[src/rtl/adc_spi_pkg.sv]
// adc_spi_pkg: shared state encoding and default frame geometry for the ADC SPI receiver
package adc_spi_pkg;
    typedef enum logic [1:0] {IDLE, SHIFT, CHECK} state_t;
    localparam int DEF_WORD_BITS = 16;
    localparam int DEF_CHANNELS  = 5;
endpackage

[src/rtl/adc_spi_rx_sync_edge.sv]
// sync_edge: multi-flop synchroniser with rise/fall detection on the synchronised level
// ports: clk, reset_n (sync, active-low), d (async input), q (synchronised level), rise/fall (one-cycle pulses)
module sync_edge #(
    parameter int STAGES = 2
) (
    input  logic clk,
    input  logic reset_n,
    input  logic d,
    output logic q,
    output logic rise,
    output logic fall
);
    logic [STAGES-1:0] sync;
    logic prev;
    always_ff @(posedge clk) begin
        if (!reset_n) begin
            sync <= '0;
            prev <= 1'b0;
        end else begin
            sync <= STAGES'({sync, d});
            prev <= sync[STAGES-1];
        end
    end
    assign q    = sync[STAGES-1];
    assign rise = q & ~prev;
    assign fall = ~q & prev;
endmodule

[src/rtl/adc_spi_rx.sv]
// adc_spi_rx: receives CS-framed MSB-first multi-channel ADC words and publishes validated frames
// ports: i_Clock (system clock), reset_n (sync, active-low), i_ADC_Clock/i_ADC_Data/i_ADC_CS (async serial bus),
//        o_Data (last good frame, channel 0 in the low word), o_Valid / o_Frame_Error (one-cycle pulses),
//        o_Error_Count (saturating rejected-frame count)
module adc_spi_rx import adc_spi_pkg::*; #(
    parameter int WORD_BITS   = DEF_WORD_BITS,
    parameter int CHANNELS    = DEF_CHANNELS,
    parameter int SYNC_STAGES = 2
) (
    input  logic                          i_Clock,
    input  logic                          reset_n,
    input  logic                          i_ADC_Clock,
    input  logic                          i_ADC_Data,
    input  logic                          i_ADC_CS,
    output logic [CHANNELS*WORD_BITS-1:0] o_Data,
    output logic                          o_Valid,
    output logic                          o_Frame_Error,
    output logic [7:0]                    o_Error_Count
);
    localparam int BW = (WORD_BITS > 1) ? $clog2(WORD_BITS) : 1;
    localparam int WW = $clog2(CHANNELS + 1);
    localparam logic [BW-1:0] BIT_LAST  = BW'(WORD_BITS - 1);
    localparam logic [WW-1:0] WORD_FULL = WW'(CHANNELS);

    logic sck_q, sck_rise, sck_fall;
    logic d_q, d_rise, d_fall;
    logic cs_q, cs_rise, cs_fall;
    logic unused_edges;

    sync_edge #(.STAGES(SYNC_STAGES)) u_sck (.clk(i_Clock), .reset_n(reset_n), .d(i_ADC_Clock), .q(sck_q), .rise(sck_rise), .fall(sck_fall));
    sync_edge #(.STAGES(SYNC_STAGES)) u_dat (.clk(i_Clock), .reset_n(reset_n), .d(i_ADC_Data),  .q(d_q),   .rise(d_rise),   .fall(d_fall));
    sync_edge #(.STAGES(SYNC_STAGES)) u_cs  (.clk(i_Clock), .reset_n(reset_n), .d(i_ADC_CS),    .q(cs_q),  .rise(cs_rise),  .fall(cs_fall));

    assign unused_edges = ^{sck_q, sck_fall, d_rise, d_fall};

    state_t                        state;
    logic [BW-1:0]                 bit_cnt;
    logic [WW-1:0]                 word_cnt;
    logic [WORD_BITS-1:0]          shift_word;
    logic [WORD_BITS-1:0]          next_word;
    logic [CHANNELS*WORD_BITS-1:0] staging;
    logic                          overrun;
    logic                          start_pend;

    assign next_word = {shift_word[WORD_BITS-2:0], d_q};

    always_ff @(posedge i_Clock) begin
        if (!reset_n) begin
            state         <= IDLE;
            bit_cnt       <= '0;
            word_cnt      <= '0;
            shift_word    <= '0;
            staging       <= '0;
            overrun       <= 1'b0;
            start_pend    <= 1'b0;
            o_Data        <= '0;
            o_Valid       <= 1'b0;
            o_Frame_Error <= 1'b0;
            o_Error_Count <= '0;
        end else begin
            o_Valid       <= 1'b0;
            o_Frame_Error <= 1'b0;
            case (state)
                IDLE: begin
                    // start_pend carries a CS fall that arrived while CHECK was busy
                    if (cs_fall || start_pend) begin
                        state      <= SHIFT;
                        bit_cnt    <= '0;
                        word_cnt   <= '0;
                        overrun    <= 1'b0;
                        start_pend <= 1'b0;
                    end
                end
                SHIFT: begin
                    if (cs_rise) begin
                        state <= CHECK;
                    end else if (sck_rise && !cs_q) begin
                        // bits beyond a full frame are dropped but poison the frame
                        if (word_cnt == WORD_FULL) begin
                            overrun <= 1'b1;
                        end else begin
                            shift_word <= next_word;
                            if (bit_cnt == BIT_LAST) begin
                                staging[word_cnt*WORD_BITS +: WORD_BITS] <= next_word;
                                word_cnt <= word_cnt + 1'b1;
                                bit_cnt  <= '0;
                            end else begin
                                bit_cnt <= bit_cnt + 1'b1;
                            end
                        end
                    end
                end
                CHECK: begin
                    state      <= IDLE;
                    start_pend <= cs_fall;
                    if (word_cnt == WORD_FULL && bit_cnt == '0 && !overrun) begin
                        o_Data  <= staging;
                        o_Valid <= 1'b1;
                    end else begin
                        o_Frame_Error <= 1'b1;
                        if (o_Error_Count != 8'hFF)
                            o_Error_Count <= o_Error_Count + 1'b1;
                    end
                end
                default: state <= IDLE;
            endcase
        end
    end
endmodule

[config.mk]
export PLATFORM = sky130hd
export DESIGN_NAME = adc_spi_rx
export DESIGN_NICKNAME = d
export VERILOG_FILES = /design/src/rtl/adc_spi_pkg.sv /design/src/rtl/adc_spi_rx_sync_edge.sv /design/src/rtl/adc_spi_rx.sv
export SDC_FILE = /design/constraint.sdc
export NUM_CORES = 1
export LEC_CHECK = 0
export CAP_MARGIN = 30
export CELL_PAD_IN_SITES_DETAIL_PLACEMENT = 0
export CELL_PAD_IN_SITES_GLOBAL_PLACEMENT = 1
export CORE_AREA = 2 2 147 149
export DETAILED_ROUTE_END_ITERATION = 10
export DIE_AREA = 0 0 149 151
export PLACE_DENSITY_LB_ADDON = 0.05
export REMOVE_ABC_BUFFERS = 1
export SLEW_MARGIN = 25
export SYNTH_ARGS = -nofsm -noshare
export SYNTH_HDL_FRONTEND = slang
export SYNTH_SLANG_ARGS = --single-unit
[constraint.sdc]
create_clock -name i_Clock -period 2.1 [get_ports i_Clock]
set_input_delay 0.315 -clock i_Clock [delete_from_list [all_inputs] [get_ports i_Clock]]
set_output_delay 0.315 -clock i_Clock [all_outputs]
set_load 0.005 [all_outputs]
==> flow_metrics.env <==
export IMPL_fmax_mhz=495
export IMPL_worstSetupEndpointType="flop"
export IMPL_yosys_area_share_simple_pct=22.6
export IMPL_ys_seq_area_share_pct=52.3
export IMPL_syn2layout_area_growth_pct=30.4
export IMPL_endpoint="staging[4]"
export IMPL_multi_input_area_um2=3490
export IMPL_crit_type="flop to flop"
export IMPL_syn_inst=913
export IMPL_grt_usage_pct=17.5
export IMPL_critPathLaunchType="flop"
export IMPL_viasPerCell=5.03
export IMPL_cts_max_level=1
export IMPL_dieArea_um2=22500
export IMPL_ctsHoldBuffers=0
export IMPL_run_status="finished, final reports clean"
export IMPL_drc=0
export IMPL_crit_cells=9
export IMPL_synth_area_top_cells="dfxtp_1 52%, nand2_1 13%, a21oi_1 8.4%, mux2i_1 7.6%, clkbuf_1 2.5%"
export IMPL_cts_sinks=204
export IMPL_cts_tree="built"
export IMPL_pin_count=95
export IMPL_start_util_pct=37.5
export IMPL_seqCellArea_um2=4090
export IMPL_die_x_um=149
export IMPL_synth_top_family_by_area="simple AND/OR/NAND/NOR gates"
export IMPL_r2r_end="staging[4]"
export IMPL_synth_area_um2=7810
export IMPL_hold_violations=0
export IMPL_nets=1029
export IMPL_final_setup_viol_count=0
export IMPL_path_clk_slew_ps=60
export IMPL_io_buffers=94
export IMPL_gp_congestion=0.828
export IMPL_synthMuxAreaShare_pct=7.56
export IMPL_slew_viol_final=0
export IMPL_core_um2=20800
export IMPL_maxCapViolations=0
export IMPL_hp_class="input pin to flop"
export IMPL_relSlewSlack_pct=60.4
export IMPL_wire_per_inst_um=15.0
export IMPL_cts_buffers=23
export IMPL_path_cells="inv_2, ha_2, a21bo_2, or2_4, buf_4, nor4bb_4, buf_4, buf_12, mux2i_1"
export IMPL_cts_root_buf="clkbuf_16"
export IMPL_synth_edf_count=0
export IMPL_fin_crit_ps=2020
export IMPL_crit_slowest_cell="dfxtp_2"
export IMPL_preCtsSetupSlack_ps=-75.1
export IMPL_slowest_delay_ps=330
export IMPL_drive_above_1_share_pct=11.0
export IMPL_worstPathRequired_ps=2530
export IMPL_n_fill_cell=1982
export IMPL_synth_adder_area_share_pct=1.28
export IMPL_grt_pass1_wl_um=32700
export IMPL_cts_max_path_buffers=3
export IMPL_antenna_found_initial=0
export IMPL_wirelength_um=19600
export IMPL_drt_pass1_iter_count=5
export IMPL_vias=6576
export IMPL_synth_xor_area_share_pct=0
export IMPL_fin_area_um2=10200
export IMPL_crit_top_cell="buf_4"
export IMPL_finalCritPeriodShare_pct=96.1
export IMPL_placementRows=53
export IMPL_initialDrtViolationCount=371
export IMPL_ir_drop_mv=0.500
export IMPL_timing_hold_ws_ps=287
export IMPL_cp_num_buf_inv=4
export IMPL_overflow=0
export IMPL_first_global_vias=6513
export IMPL_detail_route_antenna_nets=0
export IMPL_worstMarginPinSlew_ps=593
export IMPL_syn_avg_cell_area_um2=8.56
export IMPL_setup_slack_ps=81.6
export IMPL_path_max_fanout=8
export IMPL_r2r_start="word_cnt[1]"
export IMPL_worstPathArrival_ps=2450
export IMPL_netlist_area_leader_share_pct=52.3
export IMPL_rrSetupSlack_ps=80
export IMPL_reg2regPathDepth=9
export IMPL_fp_dieH_um=151
export IMPL_place_hpwl_um=12800
export IMPL_leakage_nw=3.62
export IMPL_crit_start="word_cnt[1]"
export IMPL_async_flop_share_pct=0
export IMPL_clk_latency_ps=510
export IMPL_whs_path_depth=3
export IMPL_cp_top_family="simple AND/OR/NAND/NOR gates"
export IMPL_synthFlopType="dfxtp_1"
export IMPL_ys_seq_elements=204
export IMPL_grt_max_degree=112
export IMPL_dpl_cell_area_um2=9270
export IMPL_synth_compound_area_share_pct=12.1
export IMPL_finalClockSkew_ps=12.2
export IMPL_rsz0062_at_grt="no"
export IMPL_diodes=0
export IMPL_ys_types=48
export IMPL_synth_top_cell_by_area="dfxtp_1"
export IMPL_ys_warn_count=0
export IMPL_power_density_nw_per_um2=795
worst reg2reg max path, delay by kind of cell, from the launching register on:
kind / cells / cell delay, ps
mux: 1 / 200
fa+ha+maj: 1 / 170
compound gates: 1 / 220
buf+inv: 4 / 520
flops: 1 / 330
simple gates: 2 / 520
power by group:
part / switching, mW / total, mW / leakage (nW) / internal [mW]
logic: 0.0919 / 0.128 / 1.59 / 0.0357
clock network: 1.56 / 4.09 / 0.387 / 2.52
registers: 0.00481 / 3.88 / 1.65 / 3.88
total: 1.66 / 8.10 / 3.62 / 6.44
state kept, by name, summed over array words and instances, names as in the netlist, 2 cells and up:
register	count
u_dat.sync	2
o_Data	80
staging	80
word_cnt	3
shift_word	15
u_cs.sync	2
u_sck.sync	2
bit_cnt	4
state	2
o_Error_Count	8
per-layer routing:
layer	GRT usage, %	vias to the layer above	part of all wire, %
met5	0	-	0
met1	23.7	3075	48
met3	2.89	34	4.2
li1	-	3324	-
met2	29.2	143	46
met4	4.90	0	2.2
synth_stat cells, drive strengths merged (10+ instances only):
library cell / number
a21oi: 131
buf: 13
clkbuf: 54
dfxtp: 204
inv: 10
mux2i: 59
nand2: 266
nand3: 22
nand3b: 15
nand4: 28
nor2: 12
o21ai: 31
timing repair:
action                                  4_1_cts  5_1_grt
gates cloned                                  2        2
endpoints found under the setup margin       37       88
pin swaps                                     2        2
resized for setup                             8       22
setup buffers                                 0        1
final cells by class:
cell class | count | area share (%)
Sequential cell | 204 | 40.1
Clock inverter | 11 | 1.34
Clock buffer | 31 | 6.34
Timing Repair Buffer | 143 | 14.2
Multi-Input combinational cell | 634 | 34.3
Tap cell | 275 | 3.38
Inverter | 10 | 0.393
kinds of logic after synthesis:
logic type	Yosys count
simple gates	387
mux	59
compound gates	178
buf+inv	77
fa+ha+maj	8
flops	204
through the flow:
step | setup TNS [ps] | std cells | power [mW] | util (%)
finish | 0 | 1308 | 8.10 | 48.9
global route | 0 | 1308 | 8.37 | 48.9
CTS | -7.73 | 1305 | 8.21 | 48.5
detailed placement | -653 | 1261 | 4.09 | 44.5
global placement | 0 | 1261 | 4.09 | 44.5
floorplan | -128960 | 846 | 4.01 | -
cell usage in the layout (no fill, tap or decap), types with 4 or more instances in the layout:
master / instances
a21oi_1: 131
and2_1: 8
buf_12: 8
buf_4: 40
clkbuf_1: 4
clkbuf_16: 25
clkbuf_8: 4
clkdlybuf4s50_1: 93
clkinv_2: 6
dfxtp_1: 200
dfxtp_2: 4
ha_1: 5
inv_1: 8
mux2i_1: 59
nand2_1: 266
nand2b_1: 4
nand3_1: 22
nand3b_1: 15
nand4_1: 28
nor2_1: 12
nor3_1: 5
o21ai_0: 12
o21ai_1: 18
or4_4: 4
how the worst min path moves through the flow:
stage                        startpoint             end  slack [ps]
after global routing            reset_n  shift_word[11]         290
after floorplan            u_cs.sync[0]    u_cs.sync[1]         410
after detailed placement  u_dat.sync[0]   u_dat.sync[1]         430
final                           reset_n   shift_word[0]         290
after global placement    u_sck.sync[0]   u_sck.sync[1]         420
after CTS                       reset_n  shift_word[10]         260
Power figures use the tool's default switching activity.
